`src/rtl/parking_pkg.sv`:
```
// Shared types and helpers for the parking-lot occupancy controller.
//   state_t     : direction FSM state encoding (3-bit)
//   bcd_t       : one BCD digit
//   count_t     : four BCD digits, index 0 = units
//   SENSOR_IDLE : debounced {a,b} pattern with both beams clear
//   bcd_inc/dec : single-step decimal increment/decrement across digits
//   to_bcd      : integer to count_t, evaluated at elaboration time
package parking_pkg;

  typedef enum logic [2:0] {
    ST_IDLE,
    ST_EN1,
    ST_EN2,
    ST_EN3,
    ST_EX1,
    ST_EX2,
    ST_EX3,
    ST_WAIT
  } state_t;

  typedef logic [3:0] bcd_t;
  typedef bcd_t [3:0] count_t;

  localparam logic [1:0] SENSOR_IDLE = 2'b00;

  function automatic count_t bcd_inc(input count_t c);
    count_t r;
    logic   carry;
    r     = c;
    carry = 1'b1;
    for (int i = 0; i < 4; i++) begin
      if (carry) begin
        if (r[i] == 4'd9) begin
          r[i] = 4'd0;
        end else begin
          r[i]  = r[i] + 4'd1;
          carry = 1'b0;
        end
      end
    end
    return r;
  endfunction

  function automatic count_t bcd_dec(input count_t c);
    count_t r;
    logic   borrow;
    r      = c;
    borrow = 1'b1;
    for (int i = 0; i < 4; i++) begin
      if (borrow) begin
        if (r[i] == 4'd0) begin
          r[i] = 4'd9;
        end else begin
          r[i]   = r[i] - 4'd1;
          borrow = 1'b0;
        end
      end
    end
    return r;
  endfunction

  function automatic count_t to_bcd(input int v);
    count_t r;
    int     t;
    t = v;
    for (int i = 0; i < 4; i++) begin
      r[i] = bcd_t'(t % 10);
      t    = t / 10;
    end
    return r;
  endfunction

endpackage

```
`src/rtl/parking_lot_ctrl_if.sv`:
```
// Sensor/display bundle of the parking-lot controller.
//   a, b, clr        : raw outer/inner beam sensors and synchronous count clear
//   dig0..dig3       : BCD occupancy digits (dig0 = units)
//   blank            : leading-zero blank mask, bit i blanks dig<i>
//   enter_p, exit_p  : one-cycle completion pulses
//   full, empty      : occupancy status
// master = sensor/display side, slave = controller side.
interface parking_lot_ctrl_if;
  import parking_pkg::*;

  logic       a;
  logic       b;
  logic       clr;
  bcd_t       dig0;
  bcd_t       dig1;
  bcd_t       dig2;
  bcd_t       dig3;
  logic [3:0] blank;
  logic       enter_p;
  logic       exit_p;
  logic       full;
  logic       empty;

  modport master (
    output a, b, clr,
    input  dig0, dig1, dig2, dig3, blank, enter_p, exit_p, full, empty
  );

  modport slave (
    input  a, b, clr,
    output dig0, dig1, dig2, dig3, blank, enter_p, exit_p, full, empty
  );

endinterface

```
`src/rtl/parking_lot_ctrl_debounce.sv`:
```
// Two-flop synchronizer followed by a run-length debouncer for one beam sensor.
//   clk, rst_n : clock, async active-low reset
//   raw        : asynchronous sensor input
//   deb        : debounced level; follows raw once the synchronized value has
//                differed from it for DB_CYCLES consecutive cycles, i.e.
//                DB_CYCLES+2 edges after a clean raw change
module debounce #(
  parameter int DB_CYCLES = 500000
) (
  input  logic clk,
  input  logic rst_n,
  input  logic raw,
  output logic deb
);

  localparam int CW = (DB_CYCLES > 1) ? $clog2(DB_CYCLES) : 1;

  logic [1:0]    sync;
  logic [CW-1:0] run;

  // NOTE: every flop here and in the top is cleared asynchronously and
  // assigned with <= so all registers sample the same pre-edge values.
  always_ff @(posedge clk or negedge rst_n) begin
    if (!rst_n) begin
      sync <= 2'b00;
      run  <= '0;
      deb  <= 1'b0;
    end else begin
      sync <= {sync[0], raw};
      if (sync[1] == deb) begin
        // Any reversion restarts the run.
        run <= '0;
      end else if (run == CW'(DB_CYCLES - 1)) begin
        // This sample is the DB_CYCLES-th consecutive difference.
        deb <= sync[1];
        run <= '0;
      end else begin
        run <= run + CW'(1);
      end
    end
  end

endmodule

```
`src/rtl/parking_lot_ctrl.sv`:
```
// Parking-lot occupancy controller: conditions the two beam sensors, decodes
// entry (00-10-11-01-00) and exit (00-01-11-10-00) sequences, and keeps a
// saturating 4-digit BCD occupancy count for the 7-segment display path.
//   clk   : system clock
//   reset : asynchronous assert, synchronously released, active-low reset
//   bus   : sensor inputs, clear, digits, blank mask, pulses and status
module parking_lot_ctrl
  import parking_pkg::*;
#(
  parameter int DB_CYCLES = 500000,
  parameter int CAPACITY  = 9999
) (
  input  logic             clk,
  input  logic             reset,
  parking_lot_ctrl_if.slave bus
);

  localparam count_t CAP_BCD = to_bcd(CAPACITY);

  // Reset asserts immediately but releases only after two clean edges.
  logic [1:0] rst_pipe;
  logic       rst_n;

  always_ff @(posedge clk or negedge reset) begin
    if (!reset) rst_pipe <= 2'b00;
    else        rst_pipe <= {rst_pipe[0], 1'b1};
  end

  assign rst_n = rst_pipe[1];

  // Sensor conditioning
  logic a_db;
  logic b_db;

  debounce #(.DB_CYCLES(DB_CYCLES)) u_deb_a (
    .clk   (clk),
    .rst_n (rst_n),
    .raw   (bus.a),
    .deb   (a_db)
  );

  debounce #(.DB_CYCLES(DB_CYCLES)) u_deb_b (
    .clk   (clk),
    .rst_n (rst_n),
    .raw   (bus.b),
    .deb   (b_db)
  );

  // Direction FSM with registered completion pulses. In each sequence state
  // the pattern that led into it is its hold pattern; anything unexpected,
  // including both beams changing together, parks the FSM in ST_WAIT until
  // the lot entrance is clear again.
  logic [1:0] ab;
  state_t     state;
  logic       enter_p;
  logic       exit_p;

  assign ab = {a_db, b_db};

  always_ff @(posedge clk or negedge rst_n) begin
    if (!rst_n) begin
      state   <= ST_IDLE;
      enter_p <= 1'b0;
      exit_p  <= 1'b0;
    end else begin
      enter_p <= 1'b0;
      exit_p  <= 1'b0;
      case (state)
        ST_IDLE:
          case (ab)
            SENSOR_IDLE: state <= ST_IDLE;
            2'b10:       state <= ST_EN1;
            2'b01:       state <= ST_EX1;
            default:     state <= ST_WAIT;
          endcase
        ST_EN1:
          case (ab)
            2'b10:       state <= ST_EN1;
            2'b11:       state <= ST_EN2;
            SENSOR_IDLE: state <= ST_IDLE;
            default:     state <= ST_WAIT;
          endcase
        ST_EN2:
          case (ab)
            2'b11:   state <= ST_EN2;
            2'b01:   state <= ST_EN3;
            2'b10:   state <= ST_EN1;
            default: state <= ST_WAIT;
          endcase
        ST_EN3:
          case (ab)
            2'b01: state <= ST_EN3;
            SENSOR_IDLE: begin
              state   <= ST_IDLE;
              enter_p <= 1'b1;
            end
            2'b11:   state <= ST_EN2;
            default: state <= ST_WAIT;
          endcase
        ST_EX1:
          case (ab)
            2'b01:       state <= ST_EX1;
            2'b11:       state <= ST_EX2;
            SENSOR_IDLE: state <= ST_IDLE;
            default:     state <= ST_WAIT;
          endcase
        ST_EX2:
          case (ab)
            2'b11:   state <= ST_EX2;
            2'b10:   state <= ST_EX3;
            2'b01:   state <= ST_EX1;
            default: state <= ST_WAIT;
          endcase
        ST_EX3:
          case (ab)
            2'b10: state <= ST_EX3;
            SENSOR_IDLE: begin
              state  <= ST_IDLE;
              exit_p <= 1'b1;
            end
            2'b11:   state <= ST_EX2;
            default: state <= ST_WAIT;
          endcase
        ST_WAIT:
          if (ab == SENSOR_IDLE) state <= ST_IDLE;
        default:
          state <= ST_IDLE;
      endcase
    end
  end

  // Saturating BCD occupancy count; clear dominates any pulse.
  count_t count;
  logic   full;
  logic   empty;

  assign full  = (count == CAP_BCD);
  assign empty = (count == '0);

  always_ff @(posedge clk or negedge rst_n) begin
    if (!rst_n) begin
      count <= '0;
    end else if (bus.clr) begin
      count <= '0;
    end else if (enter_p && !full) begin
      count <= bcd_inc(count);
    end else if (exit_p && !empty) begin
      count <= bcd_dec(count);
    end
  end

  // Outputs: units digit is never blanked so an empty lot shows "0".
  assign bus.dig0     = count[0];
  assign bus.dig1     = count[1];
  assign bus.dig2     = count[2];
  assign bus.dig3     = count[3];
  assign bus.blank[3] = (count[3] == 4'd0);
  assign bus.blank[2] = (count[3] == 4'd0) && (count[2] == 4'd0);
  assign bus.blank[1] = (count[3] == 4'd0) && (count[2] == 4'd0) && (count[1] == 4'd0);
  assign bus.blank[0] = 1'b0;
  assign bus.enter_p  = enter_p;
  assign bus.exit_p   = exit_p;
  assign bus.full     = full;
  assign bus.empty    = empty;

endmodule

```
`src/flat_wrapper.sv`:
```
// flat-port wrapper written by rule: the top's interface ports become plain ports
module parking_lot_ctrl_flat import parking_pkg::*;
#(
  parameter int DB_CYCLES = 500000,
  parameter int CAPACITY  = 9999
)
  (clk, reset, bus_a, bus_b, bus_clr, bus_dig0, bus_dig1, bus_dig2, bus_dig3, bus_blank, bus_enter_p, bus_exit_p, bus_full, bus_empty);
  parking_lot_ctrl_if bus_i ();
  input  logic clk;
  input  logic reset;
  input wire logic [$bits(bus_i.a)-1:0] bus_a;
  input wire logic [$bits(bus_i.b)-1:0] bus_b;
  input wire logic [$bits(bus_i.clr)-1:0] bus_clr;
  output wire logic [$bits(bus_i.dig0)-1:0] bus_dig0;
  output wire logic [$bits(bus_i.dig1)-1:0] bus_dig1;
  output wire logic [$bits(bus_i.dig2)-1:0] bus_dig2;
  output wire logic [$bits(bus_i.dig3)-1:0] bus_dig3;
  output wire logic [$bits(bus_i.blank)-1:0] bus_blank;
  output wire logic [$bits(bus_i.enter_p)-1:0] bus_enter_p;
  output wire logic [$bits(bus_i.exit_p)-1:0] bus_exit_p;
  output wire logic [$bits(bus_i.full)-1:0] bus_full;
  output wire logic [$bits(bus_i.empty)-1:0] bus_empty;
  assign bus_i.a = bus_a;
  assign bus_i.b = bus_b;
  assign bus_i.clr = bus_clr;
  assign bus_dig0 = bus_i.dig0;
  assign bus_dig1 = bus_i.dig1;
  assign bus_dig2 = bus_i.dig2;
  assign bus_dig3 = bus_i.dig3;
  assign bus_blank = bus_i.blank;
  assign bus_enter_p = bus_i.enter_p;
  assign bus_exit_p = bus_i.exit_p;
  assign bus_full = bus_i.full;
  assign bus_empty = bus_i.empty;
  parking_lot_ctrl #(.DB_CYCLES(DB_CYCLES), .CAPACITY(CAPACITY)) u_core (.clk(clk), .reset(reset), .bus(bus_i));
endmodule
```
`config.mk`:
```
export PLATFORM = sky130hd
export DESIGN_NAME = parking_lot_ctrl_flat
export DESIGN_NICKNAME = d
export VERILOG_FILES = /design/src/rtl/parking_pkg.sv /design/src/rtl/parking_lot_ctrl_if.sv /design/src/rtl/parking_lot_ctrl_debounce.sv /design/src/rtl/parking_lot_ctrl.sv /design/src/flat_wrapper.sv
export SDC_FILE = /design/constraint.sdc
export NUM_CORES = 1
export LEC_CHECK = 0
export ABC_AREA = 1
export CORE_ASPECT_RATIO = 1.5
export CORE_UTILIZATION = 60
export CTS_CLUSTER_DIAMETER = 40
export DETAILED_ROUTE_END_ITERATION = 16
export PLACE_DENSITY = 0.88
export SLEW_MARGIN = 25
export SYNTH_ARGS = -nofsm -noshare
export SYNTH_HDL_FRONTEND = slang
export SYNTH_HIERARCHICAL = 1
export SYNTH_SLANG_ARGS = --single-unit
```
`constraint.sdc`:
```
create_clock -name clk -period 2.5 [get_ports clk]
set_clock_uncertainty 0.15 [all_clocks]
set_input_delay 0.625 -clock clk [delete_from_list [all_inputs] [get_ports clk]]
set_output_delay 0.625 -clock clk [all_outputs]
set_load 0.03 [all_outputs]
```
==> impl_metrics.csv <==
group,metric,value,unit
status,status,"complete, no violations",
detailed_routing,via_per_inst,5.53,
floorplan,initial_core_util,62.7,%
timing,tightestPinTransition,789,ps
clock_network,cts_root_buf,"clkbuf_8",
clock_network,cts.path.max_buffers,2,
clock_network,clk_latency,340,ps
synth,synth_fp_nets,616,
global_routing,grt_pass1_wl,17000,microns
global_routing,grt_overflow,0,
detailed_routing,routed_wl,9760,microns
worst_setup_path,endpoint_kind,"primary output",
floorplan,fp.dieH,106,microns
placement,hpwl,7460,microns
global_routing,antenna_found_initial,0,
synth,yosysWarnings,6,
synth,synth_area,0.00436,sq mm
detailed_routing,wl_per_cell,13.4,microns
floorplan,num_rows,37,
final_layout,final_area,0.00499,sq mm
placement,gp_congestion,0.918,
final_layout,syn2layout_area_growth,14.5,%
final_layout,fillCellCount,531,
timing,period_share,94.8,%
worst_setup_path,critical_path_class,"flip-flop to primary output",
floorplan,die-area,0.00761,sq mm
timing,setup_viol,0,
synth,synth_area_per_cell,7.23,sq um
detailed_routing,drtIter0Drc,260,
floorplan,io_pins,29,
timing,fin_crit,2370,ps
floorplan,core_area,0.00694,sq mm
detailed_routing,remaining_drc_errors,0,
placement,port_buffers,27,
worst_hold_path,worstHoldPathType,"flip-flop to flip-flop",
worst_setup_path,ff2ff_setup_slack,420,ps
clock_network,cts_max_level,3,
job,cap_violations,0,
placement,dpl_cell_area,0.00482,sq mm
synth,ys_ff_latch,67,
timing,finalHoldViolCount,0,
worst_setup_path,cp-start-kind,"flip-flop",
timing,tns,0,ps
final_layout,nets,666,
power_and_ir_drop,p_leak,2.42,nW
global_routing,grt_pass1_vias,4061,
final_layout,diodes,0,
clock_network,cts_sinks,67,
global_routing,grt_usage,28.8,%
synth,ys_types,39,
timing,slew_viol_final,0,
timing,timing.fmax,422,MHz
global_routing,grt_max_degree,66,
detailed_routing,num_vias,4044,
power_and_ir_drop,max-vdd-ir-drop,491,uV
clock_network,cts_tree,"built",
timing,max_slew_margin,47.4,%
final_layout,layout-drive-gt1-share,16.8,%
clock_network,clk_pin_slew,60,ps
detailed_routing,dr.pass1.iters,5,
floorplan,die_w,71.6,microns
power_and_ir_drop,cellPowerDensity,686,mW/mm^2
clock_network,cts_buffers,9,
timing,rsz0062_at_grt,"no",
worst_setup_path,arrival,1600,ps
worst_setup_path,crit_required,1730,ps
synth,ys_seq_area_share,38.5,%
worst_setup_path,critPathMaxFanout,7,
detailed_routing,ant_nets,0,
synth,postSynthCellCount,602,
[through the flow]
stage | std cells | power, mW | setup WS (ps) | hold slack [ps] | utilization, %
global placement | 719 | 2.62 | 89.0 | 186 | 69.5
floorplan | 602 | 2.17 | 48.1 | 179 | -
global route | 731 | 3.64 | 19.4 | 214 | 71.8
finish | 731 | 3.42 | 130 | 200 | 71.8
detailed placement | 719 | 2.66 | 13.6 | 187 | 69.5
CTS | 731 | 3.41 | 0.135 | 203 | 71.7
[state kept, by name, summed over array words and instances (netlist names)]
name / cells
u_core/bus.dig2: 4
u_core/u_deb_a/sync: 2
u_core/bus.exit_p: 1
u_core/u_deb_a/deb: 1
u_core/rst_pipe: 2
u_core/u_deb_b/run: 19
u_core/bus.dig3: 4
u_core/state: 3
u_core/bus.dig0: 4
u_core/u_deb_b/sync: 2
u_core/bus.dig1: 4
u_core/u_deb_a/run: 19
u_core/u_deb_b/deb: 1
u_core/bus.enter_p: 1
[cell families (layout without fill, tap and decap cells)]
kind of cell	Yosys count	after routing	synth area share [%]
DFF	67	67	38.5
and+or+nand+nor	374	374	40.6
buffers and inverters	83	134	7.81
adders and majority gates	9	9	2.59
other	2	2	0.172
xor gates and xnor gates	20	20	4.37
AOI/OAI and AO/OA	47	47	5.95
[layer usage]
layer	track usage (%)	share of wire (%)	vias to the layer above
met2	52.7	55	125
met1	29.4	38	1886
met3	6.16	3.5	36
met4	17.1	3.6	0
met5	0	0	-
li1	-	-	1997
[cell usage after synthesis (all sizes together)]
cell type    n  area (sq um)
a211oi       1          7.51
a21oi       12          60.1
and3         1          6.26
buf          7          50.1
clkbuf       2          7.51
clkinv       2          12.5
conb         2          7.51
dfrtp       67          1680
ha           9           113
inv         72           270
nand2      171           712
nand3       55           315
nand4       13          81.3
nor2       120           548
nor3         7          35.0
nor3b        4          50.1
nor4         1          6.26
nor4b        1          8.76
o2111ai      1          8.76
o211ai       2          15.0
o21a         2          15.0
o21ai       27           139
o22ai        1          6.26
o31ai        1          7.51
or2          1          6.26
xnor2        4          35.0
xor2        16           155
[worst paths after layout]
kind                                        start                endpoint  cells past startpoint
setup / recovery               u_core/bus.dig2[2]             bus_dig2[2]                      2
hold / removal             u_core/u_deb_b/sync[0]  u_core/u_deb_b/sync[1]                      0
setup reg to reg               u_core/bus.dig2[3]      u_core/bus.dig3[1]                     12
hold reg to reg            u_core/u_deb_b/sync[0]  u_core/u_deb_b/sync[1]                      0
max in group asynchronous      u_core/rst_pipe[1]      u_core/bus.dig2[0]                      1
min in group asynchronous      u_core/rst_pipe[1]   u_core/u_deb_a/run[2]                      1
[worst max-delay path, cell delays in order (launching register included)]
cell and delay [ps]:
dfrtp_1 390, buf_4 170, clkdlybuf4s50_1 690
[cell type report]
class | count | area, sq um | share of cell area (%)
repair buffers | 48 | 420 | 8.43
inverters | 74 | 283 | 5.67
flip-flops and latches | 67 | 1680 | 33.7
multi-input cells | 452 | 2350 | 47.2
clock buffers | 12 | 155 | 3.11
well taps | 78 | 97.6 | 1.96
[power by group]
| part | internal, mW | leakage, nW | switching, mW |
|---|---|---|---|
| clock | 0.392 | 0.0803 | 0.359 |
| combinational | 0.514 | 1.44 | 0.848 |
| sequential | 1.18 | 0.900 | 0.129 |
[timing repair]
action	4_1_cts	5_1_grt
gates cloned	0	0
setup endpoints to repair	5	4
endpoints found under the hold margin	0	0
hold buffers	0	0
setup buffers	0	0
resized for setup	12	10
[cell usage in the layout, fill, tap and decap left out, types with 7 or more instances in the layout]
master	synthesis	layout
a21oi_1	12	12
xor2_1	14	14
o21ai_0	15	15
nand3_1	47	47
o21ai_1	11	11
inv_1	59	59
clkbuf_8	0	11
ha_1	9	9
nor2_4	9	10
nand2_2	13	14
nor2_1	99	96
nor2_2	12	14
buf_4	1	21
nand2_1	153	152
inv_2	13	13
dfrtp_1	67	65
nand3_2	8	8
clkdlybuf4s50_1	0	21
nor3_1	7	7
nand4_1	13	13
No activity file was read; power rests on OpenSTA's default activity.
